### config.mk
export PLATFORM = sky130hd
export DESIGN_NAME = spi_cmd_ctrl
export DESIGN_NICKNAME = d
export VERILOG_FILES = /design/src/rtl/spi_cmd_ctrl_pkg.sv /design/src/rtl/spi_cmd_ctrl_led_regfile.sv /design/src/rtl/spi_cmd_ctrl.sv
export SDC_FILE = /design/constraint.sdc
export NUM_CORES = 1
export LEC_CHECK = 0
export ABC_CLOCK_PERIOD_IN_PS = 2000
export CORE_MARGIN = 10
export CORE_UTILIZATION = 26
export DETAILED_ROUTE_END_ITERATION = 8
export GPL_ROUTABILITY_DRIVEN = 0
export PLACE_DENSITY_LB_ADDON = 0.2
export SYNTH_ARGS = -nofsm -noshare
export SYNTH_HDL_FRONTEND = slang
export SYNTH_SLANG_ARGS = --single-unit
### constraint.sdc
create_clock -name sysclk -period 2 [get_ports sysclk]
set_input_delay 0.4 -clock sysclk [delete_from_list [all_inputs] [get_ports sysclk]]
set_output_delay 0.4 -clock sysclk [all_outputs]
set_load 0.005 [all_outputs]
### src/rtl/spi_cmd_ctrl_pkg.sv
// -----------------------------------------------------------------------------
// spi_cmd_ctrl_pkg
// Shared constants for the SPI command controller: frame field widths,
// command codes, the broadcast address, FSM state codes and a saturating
// counter helper. Every file of the block imports this package.
// -----------------------------------------------------------------------------
package spi_cmd_ctrl_pkg;

    localparam int CMD_BITS           = 2;
    localparam int ADDR_BITS          = 6;
    localparam int PAYLOAD_BITS       = 8;
    localparam int MASTER_FRAME_WIDTH = CMD_BITS + ADDR_BITS + PAYLOAD_BITS;
    localparam int NUM_LEDS_DEFAULT   = 8;
    localparam int BRI_BITS_DEFAULT   = 7;

    localparam logic [CMD_BITS-1:0]  CMD_NOP      = 2'b00;
    localparam logic [CMD_BITS-1:0]  CMD_LED_SET  = 2'b01;
    localparam logic [CMD_BITS-1:0]  CMD_LED_READ = 2'b10;

    localparam logic [ADDR_BITS-1:0] ADDR_BCAST   = 6'h3F;

    localparam logic [1:0] ST_IDLE  = 2'd0;
    localparam logic [1:0] ST_EXEC  = 2'd1;
    localparam logic [1:0] ST_BCAST = 2'd2;
    localparam logic [1:0] ST_RSP   = 2'd3;

    // Eight-bit event counter increment that sticks at all-ones.
    function automatic logic [7:0] sat_inc8(input logic [7:0] value);
        if (value == 8'hFF) begin
            sat_inc8 = value;
        end else begin
            sat_inc8 = value + 8'd1;
        end
    endfunction

    // True when an address selects an existing LED entry.
    function automatic logic addr_below(input logic [ADDR_BITS-1:0] addr,
                                        input int limit);
        addr_below = ({{(32-ADDR_BITS){1'b0}}, addr} < limit);
    endfunction

endpackage

### src/rtl/spi_cmd_ctrl_led_regfile.sv
// -----------------------------------------------------------------------------
// led_regfile
// Brightness register file with one write port and a flattened read bus.
// Ports:
//   clk_i      clock (rising edge)
//   rst_i      synchronous active-high reset, clears every entry
//   wr_en_i    write strobe
//   wr_addr_i  write index; indices >= NUM_LEDS are ignored
//   wr_data_i  brightness to write
//   rd_addr_i  random-access read index (unknown index reads 0)
//   rd_data_o  brightness at rd_addr_i
//   led_bri_o  all entries, LED k at [k*BRI_BITS +: BRI_BITS]
// -----------------------------------------------------------------------------
module led_regfile
    import spi_cmd_ctrl_pkg::*;
#(
    parameter int NUM_LEDS = NUM_LEDS_DEFAULT,
    parameter int BRI_BITS = BRI_BITS_DEFAULT
) (
    input  logic                         clk_i,
    input  logic                         rst_i,
    input  logic                         wr_en_i,
    input  logic [ADDR_BITS-1:0]         wr_addr_i,
    input  logic [BRI_BITS-1:0]          wr_data_i,
    input  logic [ADDR_BITS-1:0]         rd_addr_i,
    output logic [BRI_BITS-1:0]          rd_data_o,
    output logic [NUM_LEDS*BRI_BITS-1:0] led_bri_o
);

    logic [NUM_LEDS*BRI_BITS-1:0] bri_q;

    // Storage: clear on reset, otherwise update the single addressed entry
    always_ff @(posedge clk_i) begin
        if (rst_i) begin
            bri_q <= {(NUM_LEDS*BRI_BITS){1'b0}};
        end else begin
            for (int k = 0; k < NUM_LEDS; k++) begin
                if (wr_en_i && (wr_addr_i == ADDR_BITS'(k))) begin
                    bri_q[k*BRI_BITS +: BRI_BITS] <= wr_data_i;
                end
            end
        end
    end

    // Read mux built as an OR of one-hot selected entries
    always_comb begin
        rd_data_o = {BRI_BITS{1'b0}};
        for (int k = 0; k < NUM_LEDS; k++) begin
            rd_data_o = rd_data_o |
                        ((rd_addr_i == ADDR_BITS'(k)) ? bri_q[k*BRI_BITS +: BRI_BITS]
                                                      : {BRI_BITS{1'b0}});
        end
    end

    assign led_bri_o = bri_q;

endmodule

### src/rtl/spi_cmd_ctrl.sv
// -----------------------------------------------------------------------------
// spi_cmd_ctrl
// Executes decoded SPI command frames against an LED brightness register
// file, returns read responses to the SPI slave and arbitrates a local writer
// that only gets the write port when the SPI side is idle.
// Ports:
//   sysclk, rst            clock / synchronous active-high reset
//   rx_dv, i_cmd, i_addr,
//   i_payload              decoded incoming frame, valid for one cycle
//   loc_req, loc_addr,
//   loc_bri, loc_gnt       local writer request / target / value / grant
//   tx_vld, tx_rdy,
//   o_tx_frame             response frame handshake to the SPI slave
//   o_led_bri              flattened brightness bus
//   busy                   command engine not idle
//   ovr_cnt, err_cnt       saturating dropped-frame / bad-command counters
// -----------------------------------------------------------------------------
module spi_cmd_ctrl
    import spi_cmd_ctrl_pkg::*;
#(
    parameter int NUM_LEDS = NUM_LEDS_DEFAULT,
    parameter int BRI_BITS = BRI_BITS_DEFAULT
) (
    input  logic                          sysclk,
    input  logic                          rst,
    input  logic                          rx_dv,
    input  logic [CMD_BITS-1:0]           i_cmd,
    input  logic [ADDR_BITS-1:0]          i_addr,
    input  logic [PAYLOAD_BITS-1:0]       i_payload,
    input  logic                          loc_req,
    input  logic [ADDR_BITS-1:0]          loc_addr,
    input  logic [BRI_BITS-1:0]           loc_bri,
    output logic                          loc_gnt,
    output logic                          tx_vld,
    input  logic                          tx_rdy,
    output logic [MASTER_FRAME_WIDTH-1:0] o_tx_frame,
    output logic [NUM_LEDS*BRI_BITS-1:0]  o_led_bri,
    output logic                          busy,
    output logic [7:0]                    ovr_cnt,
    output logic [7:0]                    err_cnt
);

    logic [1:0]                    state_q,        state_d;
    logic [CMD_BITS-1:0]           hold_cmd_q,     hold_cmd_d;
    logic [ADDR_BITS-1:0]          hold_addr_q,    hold_addr_d;
    logic [PAYLOAD_BITS-1:0]       hold_payload_q, hold_payload_d;
    logic [ADDR_BITS-1:0]          bcast_idx_q,    bcast_idx_d;
    logic                          tx_vld_q,       tx_vld_d;
    logic [MASTER_FRAME_WIDTH-1:0] tx_frame_q,     tx_frame_d;
    logic [7:0]                    ovr_q,          ovr_d;
    logic [7:0]                    err_q,          err_d;

    logic                 hold_addr_ok_s;
    logic                 loc_addr_ok_s;
    logic                 bcast_last_s;
    logic                 loc_gnt_s;
    logic                 wr_en_s;
    logic [ADDR_BITS-1:0] wr_addr_s;
    logic [BRI_BITS-1:0]  wr_data_s;
    logic [BRI_BITS-1:0]  rd_data_s;

    assign hold_addr_ok_s = addr_below(hold_addr_q, NUM_LEDS);
    assign loc_addr_ok_s  = addr_below(loc_addr, NUM_LEDS);
    assign bcast_last_s   = (bcast_idx_q == ADDR_BITS'(NUM_LEDS - 1));
    // SPI traffic wins: a frame strobe in the same cycle blocks the grant.
    assign loc_gnt_s      = ~rst & (state_q == ST_IDLE) & ~rx_dv & loc_req;

    // Write-port mux: local writer in IDLE, command writes in EXEC/BCAST
    always_comb begin
        wr_en_s   = 1'b0;
        wr_addr_s = {ADDR_BITS{1'b0}};
        wr_data_s = {BRI_BITS{1'b0}};
        case (state_q)
            ST_IDLE: begin
                if (loc_gnt_s && loc_addr_ok_s) begin
                    wr_en_s   = 1'b1;
                    wr_addr_s = loc_addr;
                    wr_data_s = loc_bri;
                end else begin
                    wr_en_s   = 1'b0;
                end
            end
            ST_EXEC: begin
                if ((hold_cmd_q == CMD_LED_SET) && hold_addr_ok_s) begin
                    wr_en_s   = 1'b1;
                    wr_addr_s = hold_addr_q;
                    wr_data_s = hold_payload_q[BRI_BITS-1:0];
                end else begin
                    wr_en_s   = 1'b0;
                end
            end
            ST_BCAST: begin
                wr_en_s   = 1'b1;
                wr_addr_s = bcast_idx_q;
                wr_data_s = hold_payload_q[BRI_BITS-1:0];
            end
            default: begin
                wr_en_s   = 1'b0;
            end
        endcase
    end

    // Next-state logic for FSM, holding register, response frame and counters
    always_comb begin
        state_d        = state_q;
        hold_cmd_d     = hold_cmd_q;
        hold_addr_d    = hold_addr_q;
        hold_payload_d = hold_payload_q;
        bcast_idx_d    = bcast_idx_q;
        tx_vld_d       = tx_vld_q;
        tx_frame_d     = tx_frame_q;
        err_d          = err_q;

        // Any frame arriving while busy is dropped without touching the holder.
        if (rx_dv && (state_q != ST_IDLE)) begin
            ovr_d = sat_inc8(ovr_q);
        end else begin
            ovr_d = ovr_q;
        end

        case (state_q)
            ST_IDLE: begin
                if (rx_dv) begin
                    hold_cmd_d     = i_cmd;
                    hold_addr_d    = i_addr;
                    hold_payload_d = i_payload;
                    state_d        = ST_EXEC;
                end else begin
                    state_d        = ST_IDLE;
                end
            end
            ST_EXEC: begin
                case (hold_cmd_q)
                    CMD_LED_SET: begin
                        if (hold_addr_ok_s) begin
                            state_d     = ST_IDLE;
                        end else if (hold_addr_q == ADDR_BCAST) begin
                            state_d     = ST_BCAST;
                            bcast_idx_d = {ADDR_BITS{1'b0}};
                        end else begin
                            err_d       = sat_inc8(err_q);
                            state_d     = ST_IDLE;
                        end
                    end
                    CMD_LED_READ: begin
                        tx_vld_d = 1'b1;
                        state_d  = ST_RSP;
                        if (hold_addr_ok_s) begin
                            tx_frame_d = {CMD_LED_READ, hold_addr_q, PAYLOAD_BITS'(rd_data_s)};
                        end else begin
                            tx_frame_d = {CMD_NOP, hold_addr_q, {PAYLOAD_BITS{1'b1}}};
                            err_d      = sat_inc8(err_q);
                        end
                    end
                    CMD_NOP: begin
                        state_d = ST_IDLE;
                    end
                    default: begin
                        err_d   = sat_inc8(err_q);
                        state_d = ST_IDLE;
                    end
                endcase
            end
            ST_BCAST: begin
                if (bcast_last_s) begin
                    state_d     = ST_IDLE;
                end else begin
                    bcast_idx_d = bcast_idx_q + {{(ADDR_BITS-1){1'b0}}, 1'b1};
                end
            end
            ST_RSP: begin
                if (tx_vld_q && tx_rdy) begin
                    tx_vld_d   = 1'b0;
                    tx_frame_d = {MASTER_FRAME_WIDTH{1'b0}};
                    state_d    = ST_IDLE;
                end else begin
                    state_d    = ST_RSP;
                end
            end
            default: begin
                tx_vld_d   = 1'b0;
                tx_frame_d = {MASTER_FRAME_WIDTH{1'b0}};
                state_d    = ST_IDLE;
            end
        endcase
    end

    // State registers with synchronous reset
    always_ff @(posedge sysclk) begin
        if (rst) begin
            state_q        <= ST_IDLE;
            hold_cmd_q     <= {CMD_BITS{1'b0}};
            hold_addr_q    <= {ADDR_BITS{1'b0}};
            hold_payload_q <= {PAYLOAD_BITS{1'b0}};
            bcast_idx_q    <= {ADDR_BITS{1'b0}};
            tx_vld_q       <= 1'b0;
            tx_frame_q     <= {MASTER_FRAME_WIDTH{1'b0}};
            ovr_q          <= 8'h00;
            err_q          <= 8'h00;
        end else begin
            state_q        <= state_d;
            hold_cmd_q     <= hold_cmd_d;
            hold_addr_q    <= hold_addr_d;
            hold_payload_q <= hold_payload_d;
            bcast_idx_q    <= bcast_idx_d;
            tx_vld_q       <= tx_vld_d;
            tx_frame_q     <= tx_frame_d;
            ovr_q          <= ovr_d;
            err_q          <= err_d;
        end
    end

    led_regfile #(
        .NUM_LEDS (NUM_LEDS),
        .BRI_BITS (BRI_BITS)
    ) u_led_regfile (
        .clk_i     (sysclk),
        .rst_i     (rst),
        .wr_en_i   (wr_en_s),
        .wr_addr_i (wr_addr_s),
        .wr_data_i (wr_data_s),
        .rd_addr_i (hold_addr_q),
        .rd_data_o (rd_data_s),
        .led_bri_o (o_led_bri)
    );

    assign loc_gnt    = loc_gnt_s;
    assign busy       = (state_q != ST_IDLE);
    assign tx_vld     = tx_vld_q;
    assign o_tx_frame = tx_frame_q;
    assign ovr_cnt    = ovr_q;
    assign err_cnt    = err_q;

endmodule

==> results.yml, run 1 <==
outcome:
  status: "complete, no violations"
sta:
  fin_ws_ns: 0.03854
  skew_ns: 0.01249
  slew_viol_final: 0
  rsz0062_at_grt: "yes"
  slew_headroom: 0.2951
  fmax_ghz: 0.5098
  period_share: 0.9807
  setup_tns_ns: 0
  worstMarginPinSlew_ns: 1.057
  fin_crit_ns: 1.961
  hold_violations: 0
  setup_viol: 0
min_path:
  min_path_type: "flop to flop"
logic_synthesis:
  syn_inst: 558
  yosysTopAreaCell: "dfxtp_1"
  netlist.area_leader.share: 0.4267
  synthArstFlopShare: 0
  synth-main-ff-cell: "dfxtp_1"
  synth_area_leaders: "dfxtp_1 43%, mux2i_1 14%, nand2b_1 7.2%"
  synth_edf_count: 0
  netlist_area_mm2: 0.005207
  synth.avg_cell_area_um2: 9.332
  synth-seq-cells: 111
  yosysSeqAreaShare: 0.4267
  ys_warn_count: 0
  ys_types: 51
  syn_nets: 598
grt:
  grt_pass1_wl_mm: 26.99
  grt_antenna_before_repair: 0
  track_usage: 0.1319
  gr-total-overflow: 0
  grt_pass1_vias: 4695
  grt_max_degree: 114
die:
  die_y_um: 161.5
  coreArea_mm2: 0.01959
  pin_count: 125
  fp.dieArea_mm2: 0.02609
  floorplan.rows: 51
  initial_core_util: 0.2658
  die_w_um: 161.5
pwr:
  p_per_area_mw_per_mm2: 610.1
  seqPwrFrac: 0.503
  clkPwrFrac: 0.402
  internal-power_uw: 3369
  p_leak_uw: 0.002655
  p_total_uw: 4509
  power.switching_uw: 1140
  pwr-share-comb: 0.095
  p_sw_frac: 0.2529
  vdd_ir_drop_max_mv: 0.4009
layout:
  final_nets: 739
  syn2layout_area_growth_pct: 41.93
  diodes: 0
  layout-drive-gt1-share: 0.1605
critical_path:
  required_ns: 2.25
  cp_max_fo: 7
  startpoint_type: "flop"
  cp.arrival_ns: 2.21
  rrSetupSlack_ns: 0.04
  path_class: "flop to flop"
  cp-end-kind: "flop"
drt:
  drc: 0
  wl_per_cell_um: 17.84
  antenna_left: 0
  num_vias: 4579
  vias_per_cell: 4.725
  wl_mm: 17.29
  drt_pass1_iterations: 5
  initialDrtViolationCount: 196
clock_tree:
  cts_tree: "done"
  numCtsBuffers: 9
  htree_levels: 3
  hold_buffers: 0
  clock-sinks: 111
  clock_latency_ns: 0.36
  clockBufferDepth: 2
  clk_pin_slew_ns: 0.08
  clock-root-buffer: "clkbuf_16"
placed_design:
  place_worst_setup_slack_ns: -0.5364
  port_buffers: 122
  dp_hpwl_mm: 12.92
job:
  cap_violations: 0
==> cell type report <==
class / instances / area (µm²)
Inverter: 5 / 18.77
Sequential cell: 111 / 2230
Timing Repair Buffer: 172 / 1675
Tap cell: 265 / 331.6
Fill cell: 1996 / 12200
Clock inverter: 6 / 58.81
Clock buffer: 10 / 239.0
Multi-Input combinational cell: 400 / 2838
==> cell usage after synthesis, types with 2 or more instances <==
master    count
a221o_2       2
mux4_2        4
dfxtp_1     111
nor2_1       44
nor2b_1       2
and2_1        2
or3_1         4
and4_2        2
nor2b_2       2
nor2_2        5
a31oi_1       5
and3_1        6
nand2_1      49
a311oi_1      2
nand3_1       8
nor3_4        2
clkbuf_1     29
mux2_2        2
a21oi_1      29
inv_1         5
buf_6         4
buf_1         4
ha_1          6
o211ai_1      4
nand4_1       9
xor2_1       13
nor3_1        2
a22oi_1      20
o21ai_0      10
nand3b_1      4
or2_2         8
nand2b_4      2
mux2i_1      72
nand2b_1     60
buf_2         4
o22ai_1       2
xnor2_1       4
o311ai_0      2
==> worst max-delay path, stage by stage (launching register included) <==
cell,delay (ns)
dfxtp_4,0.36
buf_6,0.12
nor2_4,0.08
and4_4,0.26
a21oi_2,0.07
a221o_2,0.36
or3_4,0.46
mux2i_1,0.15
==> per-layer routing <==
metal / up-vias / track usage / part of all wire
met5: - / 0 / 0
met4: 0 / 0.05376 / 0.029
met3: 29 / 0.03762 / 0.062
met2: 128 / 0.2165 / 0.47
met1: 2213 / 0.1585 / 0.44
li1: 2209 / - / -
==> stage by stage <==
stage / util / hold WS (ns) / cells / cell area, µm²
final: 0.3773 / 0.4616 / 969 / 7391
after global routing: 0.3773 / 0.4906 / 969 / 7391
after CTS: 0.3756 / 0.4662 / 970 / 7358
after detailed placement: 0.3574 / 0.4542 / 952 / 7002
after global placement: 0.3574 / 0.4427 / 952 / 7002
after floorplan: - / 0.4368 / 558 / 5207
==> final timing paths <==
check,start,to,cells past startpoint
setup / recovery,state_q[0],u_led_regfile.led_bri_o[16],7
hold / removal,hold_payload_q[4],hold_payload_q[4],2
setup reg to reg,state_q[0],u_led_regfile.led_bri_o[16],7
hold reg to reg,hold_payload_q[4],hold_payload_q[4],2
==> registers in the layout, summed over array words and instances, names as in the netlist <==
signal / cells
u_led_regfile.led_bri_o: 56
o_tx_frame: 15
err_cnt: 8
ovr_cnt: 8
hold_payload_q: 7
bcast_idx_q: 6
hold_addr_q: 6
hold_cmd_q: 2
state_q: 2
tx_vld: 1
==> placed cells by master (no fill, tap or decap), drive strengths merged, types with 10 or more instances in the layout <==
cell           synthesis  layout
nand2b                62      62
a21oi                 29      29
a22oi                 20      20
nor2                  50      50
clkbuf                29      10
mux2i                 72      72
dfxtp                111     111
xor2                  13      13
o21ai                 10      10
clkdlybuf4s50          0     116
nand2                 49      49
buf                   13      51
==> repair_timing <==
action / 4_1_cts / 5_1_grt
gates cloned: 0 / 0
pin swaps: 9 / 7
buffers inserted: 2 / 0
gates resized for setup: 18 / 14
endpoints found under the setup margin: 39 / 65
==> power by group through the flow <==
| stage | Sequential (µW) | Clock (µW) | Combinational (µW) |
|---|---|---|---|
| floorplan | 2310 | 0 | 211 |
| global placement | 2320 | 0 | 418 |
| detailed placement | 2320 | 0 | 425 |
| CTS | 2270 | 1870 | 429 |
| global route | 2270 | 1960 | 468 |
| finish | 2270 | 1810 | 428 |
==> logic make-up after synthesis <==
family | share of synthesized area
muxes | 0.1600
other | 0.0007201
DFF | 0.4267
xor gates and xnor gates | 0.02859
AOI/OAI and AO/OA | 0.1007
and+or+nand+nor | 0.2275
buffers and inverters | 0.04133
adders and majority gates | 0.01442
No activity file was read; power rests on OpenSTA's default activity.
==> run 2: changes to the inputs <==
- CORE_ASPECT_RATIO: not set -> 0.6
==> run 2 against run 1 <==
The flow now finishes with violations (negative setup slack). Clock power rose by 6%. Clock skew rose by 0.0016 ns. Via count is 1.5% lower. Fmax shrank 3.2%. Register-to-register slack lost 0.04 ns. Highest routed layer unchanged.
==> results.yml, run 2 (same netlist as run 1, synthesis figures left out) <==
min_path:
  min_path_type: "flop to flop"
  min_to: "hold_payload_q[4]"
  hold_depth: 2
  min-delay-start: "hold_payload_q[4]"
clock_tree:
  clockBufferDepth: 2
  clk_pin_slew_ns: 0.07
  clock-root-buffer: "clkbuf_16"
  clock_latency_ns: 0.35
  numCtsBuffers: 9
  clock-sinks: 111
  htree_levels: 3
  hold_buffers: 0
  cts_tree: "done"
sta:
  worstMarginPinSlew_ns: 0.6739
  period_share: 1.013
  slew_viol_final: 0
  fin_ws_ns: -0.02655
  fin_crit_ns: 2.027
  holdWs_ns: 0.4606
  rsz0062_at_grt: "yes"
  setup_viol: 2
  fmax_ghz: 0.4935
  hold_violations: 0
  setup_tns_ns: -0.02863
  skew_ns: 0.01412
  slew_headroom: 0.5508
die:
  coreArea_mm2: 0.01932
  initial_core_util: 0.2695
  pin_count: 125
  die_w_um: 202.7
  fp.dieArea_mm2: 0.02628
  die_y_um: 129.6
  floorplan.rows: 39
outcome:
  violations: "negative setup slack"
  status: "finished with violations"
placed_design:
  place_worst_setup_slack_ns: -0.4929
  dp_hpwl_mm: 13.80
  port_buffers: 122
drt:
  drt_pass1_iterations: 4
  initialDrtViolationCount: 259
  vias_per_cell: 4.639
  wl_mm: 17.99
  drc: 0
  antenna_left: 0
  num_vias: 4509
  wl_per_cell_um: 18.51
grt:
  grt_pass1_vias: 4661
  grt_antenna_before_repair: 0
  grt.met1_usage: 0.1869
  use_met2: 0.2014
  grt_max_degree: 75
  use_met3: 0.03360
  top_usage_layer: "met2"
  track_usage: 0.1343
  gr-total-overflow: 0
  grt_pass1_wl_mm: 27.61
job:
  cap_violations: 0
pwr:
  p_total_uw: 4601
  p_leak_uw: 0.002685
  vdd_ir_drop_max_mv: 0.4438
  p_per_area_mw_per_mm2: 618.1
critical_path:
  r2r_start: "hold_addr_q[5]"
  rrSetupSlack_ns: 0
  timing.rr.end: "u_led_regfile.led_bri_o[15]"
  required_ns: 2.27
  startpoint_type: "input pin"
  r2r_cells: 6
  cp.arrival_ns: 2.29
  cp-end-kind: "flop"
  path_class: "input pin to flop"
  cp_max_fo: 7
layout:
  layout-drive-gt1-share: 0.1629
  syn2layout_area_growth_pct: 42.94
  final_nets: 741
  diodes: 0
  fill_cells: 1937
  final_common_cell: "clkdlybuf4s50_1"
  largest_register_ffs: 56
  layout_common_cells: "117 x clkdlybuf4s50_1, 107 x dfxtp_1, 71 x mux2i_1"
-- run 2: worst max path at each step --
stage	from	end	slack (ns)	depth (start not counted)
floorplan	loc_addr[5]	u_led_regfile.led_bri_o[14]	0.01	8
detailed placement	loc_addr[5]	u_led_regfile.led_bri_o[23]	-0.49	9
CTS	hold_addr_q[4]	u_led_regfile.led_bri_o[18]	-0.08	7
global placement	loc_addr[5]	u_led_regfile.led_bri_o[18]	-0.48	8
finish	loc_addr[5]	u_led_regfile.led_bri_o[1]	-0.03	9
global route	hold_addr_q[5]	u_led_regfile.led_bri_o[55]	-0.11	8
-- run 2: per-layer routing --
| layer | up-vias | wire (µm) |
|---|---|---|
| met1 | 2171 | 9333 |
| met3 | 15 | 959 |
| met2 | 117 | 7443 |
| met4 | 0 | 258 |
| li1 | 2206 | - |
| met5 | - | 0 |
-- run 2: per-stage QoR --
stage          cell area (µm²)  instances    util
6_report                  7443        972  0.3852
5_1_grt                   7443        972  0.3852
4_1_cts                   7402        972  0.3831
3_5_place_dp              7043        955  0.3645
3_3_place_gp              7043        955  0.3645
2_1_floorplan             5207        558       -
-- run 2: cell type report --
type	count	area [µm²]	area share
sequential	111	2227	0.2992
tap	266	332.8	0.04471
multi-input combinational	400	2835	0.3809
clock buffer	11	252.7	0.03396
inverter	5	18.77	0.002521
clock inverter	5	63.81	0.008573
timing repair buffer	174	1713	0.2301
-- run 2: critical path, stage by stage --
cell and delay (ns):
clkdlybuf4s50_1 0.47, nor3_2 0.04, and4_4 0.16, buf_4 0.14
a221o_2 0.37, buf_6 0.15, nor3_4 0.19, buf_12 0.16
mux2i_2 0.21
-- run 2: where the power goes --
part / internal (µW) / total [µW] / switching (µW)
registers: 2240 / 2270 / 28.4
logic: 215 / 429 / 214
clock network: 1050 / 1910 / 853
total: 3510 / 4600 / 1090
-- run 2: timing repair --
| item | in CTS | in global routing |
|---|---|---|
| endpoints found under the setup margin | 50 | 49 |
| gates resized for setup | 16 | 10 |
| endpoints found under the hold margin | 0 | 0 |
| pin swaps | 11 | 6 |
| buffers inserted | 1 | 1 |
==> run 3: changes to the inputs <==
- CAP_MARGIN: not set -> 20
==> results of run 3 <==
Same layout as run 2: the final DEF is identical, and so are final timing and power.
